### config.mk
export PLATFORM = sky130hd
export DESIGN_NAME = axis_video_pattern_gen
export DESIGN_NICKNAME = d
export VERILOG_FILES = /design/src/rtl/axis_video_pattern_gen.sv
export SDC_FILE = /design/constraint.sdc
export NUM_CORES = 1
export LEC_CHECK = 0
export ABC_AREA = 1
export CAP_MARGIN = 20
export CELL_PAD_IN_SITES_DETAIL_PLACEMENT = 2
export CELL_PAD_IN_SITES_GLOBAL_PLACEMENT = 2
export CORE_MARGIN = 3
export CORE_UTILIZATION = 28
export CTS_CLUSTER_DIAMETER = 50
export CTS_CLUSTER_SIZE = 14
export DETAILED_ROUTE_END_ITERATION = 16
export PLACE_DENSITY_LB_ADDON = 0.1
export SLEW_MARGIN = 20
export SYNTH_ARGS = -nofsm -noshare
export SYNTH_HDL_FRONTEND = slang
export SYNTH_SLANG_ARGS = --single-unit
### constraint.sdc
create_clock -name i_axi_clk -period 3 [get_ports i_axi_clk]
set_clock_uncertainty 0.1 [all_clocks]
set_input_delay 0.45 -clock i_axi_clk [delete_from_list [all_inputs] [get_ports i_axi_clk]]
set_output_delay 0.45 -clock i_axi_clk [all_outputs]
set_load 0.01 [all_outputs]
### src/rtl/axis_video_pattern_gen.sv
// axis_video_pattern_gen: framed AXI-Stream test-pattern source paced by a programmable frame interval
module axis_video_pattern_gen #(
  parameter int AXIS_DATA_WIDTH = 24,
  parameter int IMG_WIDTH_MAX = 16,
  parameter int IMG_HEIGHT_MAX = 16
) (
  input  logic                       i_axi_clk,
  input  logic                       i_axi_rst,
  input  logic                       i_enable,
  input  logic [IMG_WIDTH_MAX-1:0]   i_width,
  input  logic [IMG_HEIGHT_MAX-1:0]  i_height,
  input  logic [31:0]                i_frame_interval,
  input  logic [1:0]                 i_pattern,
  input  logic [AXIS_DATA_WIDTH-1:0] i_color,
  input  logic                       i_clear_stats,
  output logic                       o_busy,
  output logic [31:0]                o_frame_count,
  output logic                       o_frame_late,
  output logic                       o_axis_out_tuser,
  output logic                       o_axis_out_tvalid,
  input  logic                       i_axis_out_tready,
  output logic                       o_axis_out_tlast,
  output logic [AXIS_DATA_WIDTH-1:0] o_axis_out_tdata
);
  typedef enum logic [1:0] {IDLE, WAIT, ACTIVE} state_t;
  state_t state, state_next;
  logic [31:0] cnt, lim;
  logic [IMG_WIDTH_MAX-1:0] x, w_q;
  logic [IMG_HEIGHT_MAX-1:0] y, h_q;
  logic [1:0] pat_q;
  logic [AXIS_DATA_WIDTH-1:0] color_q, x_d, y_d;
  logic tick, start, accept, eol, last_beat;

  // frame pacing tick and beat bookkeeping; the counter sits at 0 in IDLE so the first tick is immediate
  always_comb begin
    lim = i_frame_interval == 32'd0 ? 32'd1 : i_frame_interval;
    tick = i_enable && state != IDLE && cnt == 32'd0;
    start = state == WAIT && tick && i_width != '0 && i_height != '0;
    accept = o_axis_out_tvalid && i_axis_out_tready;
    eol = x == w_q - 1'b1;
    last_beat = accept && eol && y == h_q - 1'b1;
    x_d = AXIS_DATA_WIDTH'(x);
    y_d = AXIS_DATA_WIDTH'(y);
  end

  // state register
  always_ff @(posedge i_axi_clk or negedge i_axi_rst) begin
    if (!i_axi_rst) state <= IDLE;
    else state <= state_next;
  end

  // next state: a started frame always runs to its final beat, even if enable drops
  always_comb begin
    state_next = state == IDLE ? (i_enable ? WAIT : IDLE) :
                 state == WAIT ? (!i_enable ? IDLE : start ? ACTIVE : WAIT) :
                 last_beat ? (i_enable ? WAIT : IDLE) : ACTIVE;
  end

  // interval counter, per-frame config latch, pixel position and statistics
  always_ff @(posedge i_axi_clk or negedge i_axi_rst) begin
    if (!i_axi_rst) begin
      cnt <= '0;
      x <= '0;
      y <= '0;
      w_q <= '0;
      h_q <= '0;
      pat_q <= '0;
      color_q <= '0;
      o_frame_count <= '0;
      o_frame_late <= 1'b0;
    end else begin
      cnt <= state == IDLE ? 32'd0 : !i_enable ? cnt : cnt >= lim - 32'd1 ? 32'd0 : cnt + 32'd1;
      if (start) begin
        w_q <= i_width;
        h_q <= i_height;
        pat_q <= i_pattern;
        color_q <= i_color;
        x <= '0;
        y <= '0;
      end else if (accept) begin
        x <= eol ? '0 : x + 1'b1;
        y <= eol ? y + 1'b1 : y;
      end
      o_frame_count <= i_clear_stats ? 32'd0 : o_frame_count + 32'(last_beat);
      o_frame_late <= !i_clear_stats && (o_frame_late || (tick && state == ACTIVE));
    end
  end

  // stream outputs derive from held state, so they stay stable across stalls
  always_comb begin
    o_busy = state == ACTIVE;
    o_axis_out_tvalid = o_busy;
    o_axis_out_tuser = o_busy && x == '0 && y == '0;
    o_axis_out_tlast = o_busy && eol;
    o_axis_out_tdata = !o_busy ? '0 :
                       pat_q == 2'd0 ? color_q :
                       pat_q == 2'd1 ? x_d :
                       pat_q == 2'd2 ? y_d : {AXIS_DATA_WIDTH{x[3] ^ y[3]}};
  end
endmodule

==> flow_summary.toml <==
[outcome]
status = "finished with violations"
failed_checks = "setup timing"

[cells_and_area]
post_route_cells_drive_above_1_share_pct = 26.7
final_common_cell = "sky130_fd_sc_hd__nand2_1"
syn2layout_area_growth_pct = 51.0
end_of_flow_core_utilization_pct = 43.0
layout.nets = 2285
layout.cells.most_common_list = "sky130_fd_sc_hd__nand2_1, sky130_fd_sc_hd__buf_4, sky130_fd_sc_hd__inv_1, sky130_fd_sc_hd__nor2_1, sky130_fd_sc_hd__dfrtp_1"

[routing]
post-route-drc-count = 0
totalWireLength_um = 53200
num_vias = 13600
initialDrtViolationCount = 580
vias_per_cell = 5.03
route.detailed.wl_per_inst_um = 19.7
final_antenna_net_count = 0
first_pass_iters = 5

[place]
pre_cts_ws_ns = -1.55
io_buffer_count = 155
routability_congestion_estimate_from_global_placement = 0.919
dp.final_hpwl_um = 39300

[critical_path]
critical_path.max_stage_delay_ns = 0.40
path_cells = "inv_2 -> ha_4 -> nand2_1 -> inv_1 -> nor2_1 -> nand2_1 -> nor2_2 -> nand3_2 -> nor2_1 -> nand2_1 -> nor2_2 -> nand3_4 -> nor2_4 -> ha_4 -> ha_4 -> nand4_1 -> nor2_2 -> nand4_1 -> nor3b_2 -> nand2_2 -> buf_4 -> a21oi_2 -> o21a_1"
reg2reg_setup_slack_ns = -0.83
r2r_start = "w_q[0]"
ff2ff_path_depth = 23
worstSetupEndpoint = "o_frame_count[22]"
crit_slowest_cell = "sky130_fd_sc_hd__dfrtp_1"
worstPathRequired_ns = 3.30
setup.worst_path.start_class = "flop"
criticalPathCategory = "reg2reg"
end_kind = "flop"
regToRegEndpoint = "o_frame_count[22]"
cp_data_arrival_time_ns = 4.13
critical_path.max_fanout = 3
startpoint = "w_q[0]"

[synthesis]
synth_cell_type_count = 45
synthesis.nets = 1851
yosys_most_used_dff = "sky130_fd_sc_hd__dfrtp_1"
synth_edf_count = 0
asyncSetResetFlopFracSynth_pct = 100
synthesis.area_sq_mm = 0.0117
postSynthAreaPerCell_sq_um = 6.84
syn_inst = 1713
yosys_warnings = 0
synth_sequential_area_ratio_pct = 33.5
synth_seq_cells = 157

[die]
die_area_sq_mm = 0.0443
die_height_um = 211
boundaryPins = 156
floorplan.initialDensity_pct = 28.5
core_area_sq_mm = 0.0411
chipWidth_um = 211
std_cell_rows = 74

[timing]
period_share_pct = 128
report.final.hold_viol_count = 0
setup_repair_after_global_routing_missed_its_margin = "true"
finalWorstPathRequiredPeriod_ns = 3.83
max_clock_freq_mhz = 261
setup_viol_count_final = 61
relSlewSlack_pct = 49.3
timing_max_transition_violations_final = 0
timing.final.ws_setup_ns = -0.834
setup_total_negative_slack_ns = -33.31
worst_pin_slew_ns = 0.760

[power]
power_per_cell_area_mw_per_mm2 = 683
peakVddDrop_v = 0.000296
p_leak_uw = 0.00838
report.power.total_uw = 12100

[run]
drv_cap = 0

[clock_tree]
count_of_h_tree_levels_built_during_cts = 4
numCtsBuffers = 17
clk_latency_ns = 0.47
clkTransAtPathRegs_ns = 0.08
clock-root-buffer = "sky130_fd_sc_hd__clkbuf_16"
tritoncts = "yes"
cts_max_path_buffers = 2
cts_num_sinks = 157

[min_path]
min_path_type = "reg2reg"

[global_routing]
grt_start_max_net_pins = 55
grt-ovfl-total = 0
global_route_wire_length_before_repair_um = 83200
grt_use_total_pct = 23.6
first_global_vias = 15000
antenna_violations_before_repair = 2
worst min path at each step:
| stage | from | end | slack (ns) | cells after the start |
|---|---|---|---|---|
| after floorplan | i_axi_rst | cnt[0] | 0.05 | 0 |
| after global placement | i_axi_rst | h_q[1] | 0.35 | 1 |
| after detailed placement | i_axi_rst | h_q[1] | 0.36 | 1 |
| after CTS | i_color[8] | color_q[8] | 0.39 | 3 |
| after global routing | color_q[23] | color_q[23] | 0.41 | 2 |
| final | color_q[9] | color_q[9] | 0.38 | 2 |
cell usage after synthesis, types with 3 or more instances:
cell type / number / area, sq um
sky130_fd_sc_hd__nand2_1: 444 / 1670
sky130_fd_sc_hd__nand3b_1: 8 / 60.1
sky130_fd_sc_hd__inv_1: 208 / 781
sky130_fd_sc_hd__nor2_4: 5 / 56.3
sky130_fd_sc_hd__nand2_2: 5 / 31.3
sky130_fd_sc_hd__nand4_1: 74 / 463
sky130_fd_sc_hd__nand3_1: 104 / 521
sky130_fd_sc_hd__a21oi_1: 49 / 245
sky130_fd_sc_hd__nor2_1: 199 / 747
sky130_fd_sc_hd__o21a_1: 4 / 30.0
sky130_fd_sc_hd__buf_2: 21 / 105
sky130_fd_sc_hd__dfrtp_1: 157 / 3930
sky130_fd_sc_hd__xor2_1: 63 / 552
sky130_fd_sc_hd__ha_1: 43 / 538
sky130_fd_sc_hd__o21ai_0: 86 / 430
sky130_fd_sc_hd__o211ai_1: 5 / 37.5
sky130_fd_sc_hd__o22ai_1: 41 / 257
sky130_fd_sc_hd__buf_4: 3 / 22.5
sky130_fd_sc_hd__inv_2: 5 / 18.8
sky130_fd_sc_hd__xnor2_1: 26 / 228
sky130_fd_sc_hd__o221ai_1: 5 / 43.8
sky130_fd_sc_hd__nor3_1: 51 / 255
sky130_fd_sc_hd__or2_2: 9 / 56.3
sky130_fd_sc_hd__clkbuf_1: 24 / 90.1
sky130_fd_sc_hd__a2111oi_0: 10 / 87.6
sky130_fd_sc_hd__nor4_1: 25 / 156
sky130_fd_sc_hd__nor2_2: 14 / 87.6
per-layer routing:
metal  part of all wire, %  global-route usage, %  vias to the layer above
li1                      -                      -                     6511
met1                    43                   29.1                     6884
met2                    54                   43.8                      128
met3                   2.1                   2.95                       38
met4                   1.2                   5.43                        0
met5                     0                      0                        -
cells by family (layout without fill, tap and decap cells):
| logic type | count (synthesis) | count (layout) | synth area share (%) |
|---|---|---|---|
| AO/OA/AOI/OAI | 209 | 209 | 10.3 |
| XOR/XNOR | 89 | 89 | 6.66 |
| adder cells (fa/ha/maj) | 43 | 43 | 4.59 |
| buffers and inverters | 266 | 713 | 8.99 |
| flip-flops | 157 | 157 | 33.5 |
| other | 0 | 3 | 0 |
| AND/OR/NAND/NOR | 949 | 949 | 35.9 |
where the power goes:
| group | internal [uW] | total [uW] | leakage (uW) | switching [uW] |
|---|---|---|---|---|
| sequential | 2560 | 3030 | 0.00211 | 466 |
| combinational | 2980 | 6750 | 0.00599 | 3760 |
| clock | 1240 | 2310 | 0.000283 | 1070 |
final cells by class:
cell class              count  area (sq um)
diodes                      3          7.51
flip-flops and latches    157          3930
clock inverters            15           161
fillers                  4774         23400
clock buffers              17           425
well taps                 532           666
multi-input cells        1290          7660
repair buffers            467          4040
inverters                 214           808
worst max-delay path, delay by kind of cell, from the launching register on:
| kind | cells | cell delay [ns] |
|---|---|---|
| and+or+nand+nor | 15 | 2.15 |
| adders and majority gates | 3 | 0.52 |
| DFF | 1 | 0.40 |
| buffers and inverters | 3 | 0.31 |
| AOI/OAI and AO/OA | 2 | 0.28 |
state kept, by name (all words and copies together), names as in the netlist, 2 cells and up:
| signal | cells |
|---|---|
| cnt | 32 |
| color_q | 24 |
| h_q | 16 |
| pat_q | 2 |
| w_q | 16 |
| state | 2 |
| o_frame_count | 32 |
| x | 16 |
| y | 16 |
per-stage QoR:
stage / hold WS, ns / cell area (sq um) / cells
2_1_floorplan: 0.0544 / 11800 / 1713
3_3_place_gp: 0.347 / 15600 / 2592
3_5_place_dp: 0.356 / 15600 / 2592
4_1_cts: 0.389 / 17200 / 2668
5_1_grt: 0.405 / 17700 / 2693
6_report: 0.379 / 17700 / 2695
timing repair:
action	in CTS	in global routing
gates cloned	4	0
pin swaps	42	50
setup endpoints to repair	85	100
endpoints found under the hold margin	50	0
gates resized for setup	304	113
hold buffers	1	0
buffers inserted	41	34
No activity file was read; power rests on OpenSTA's default activity.
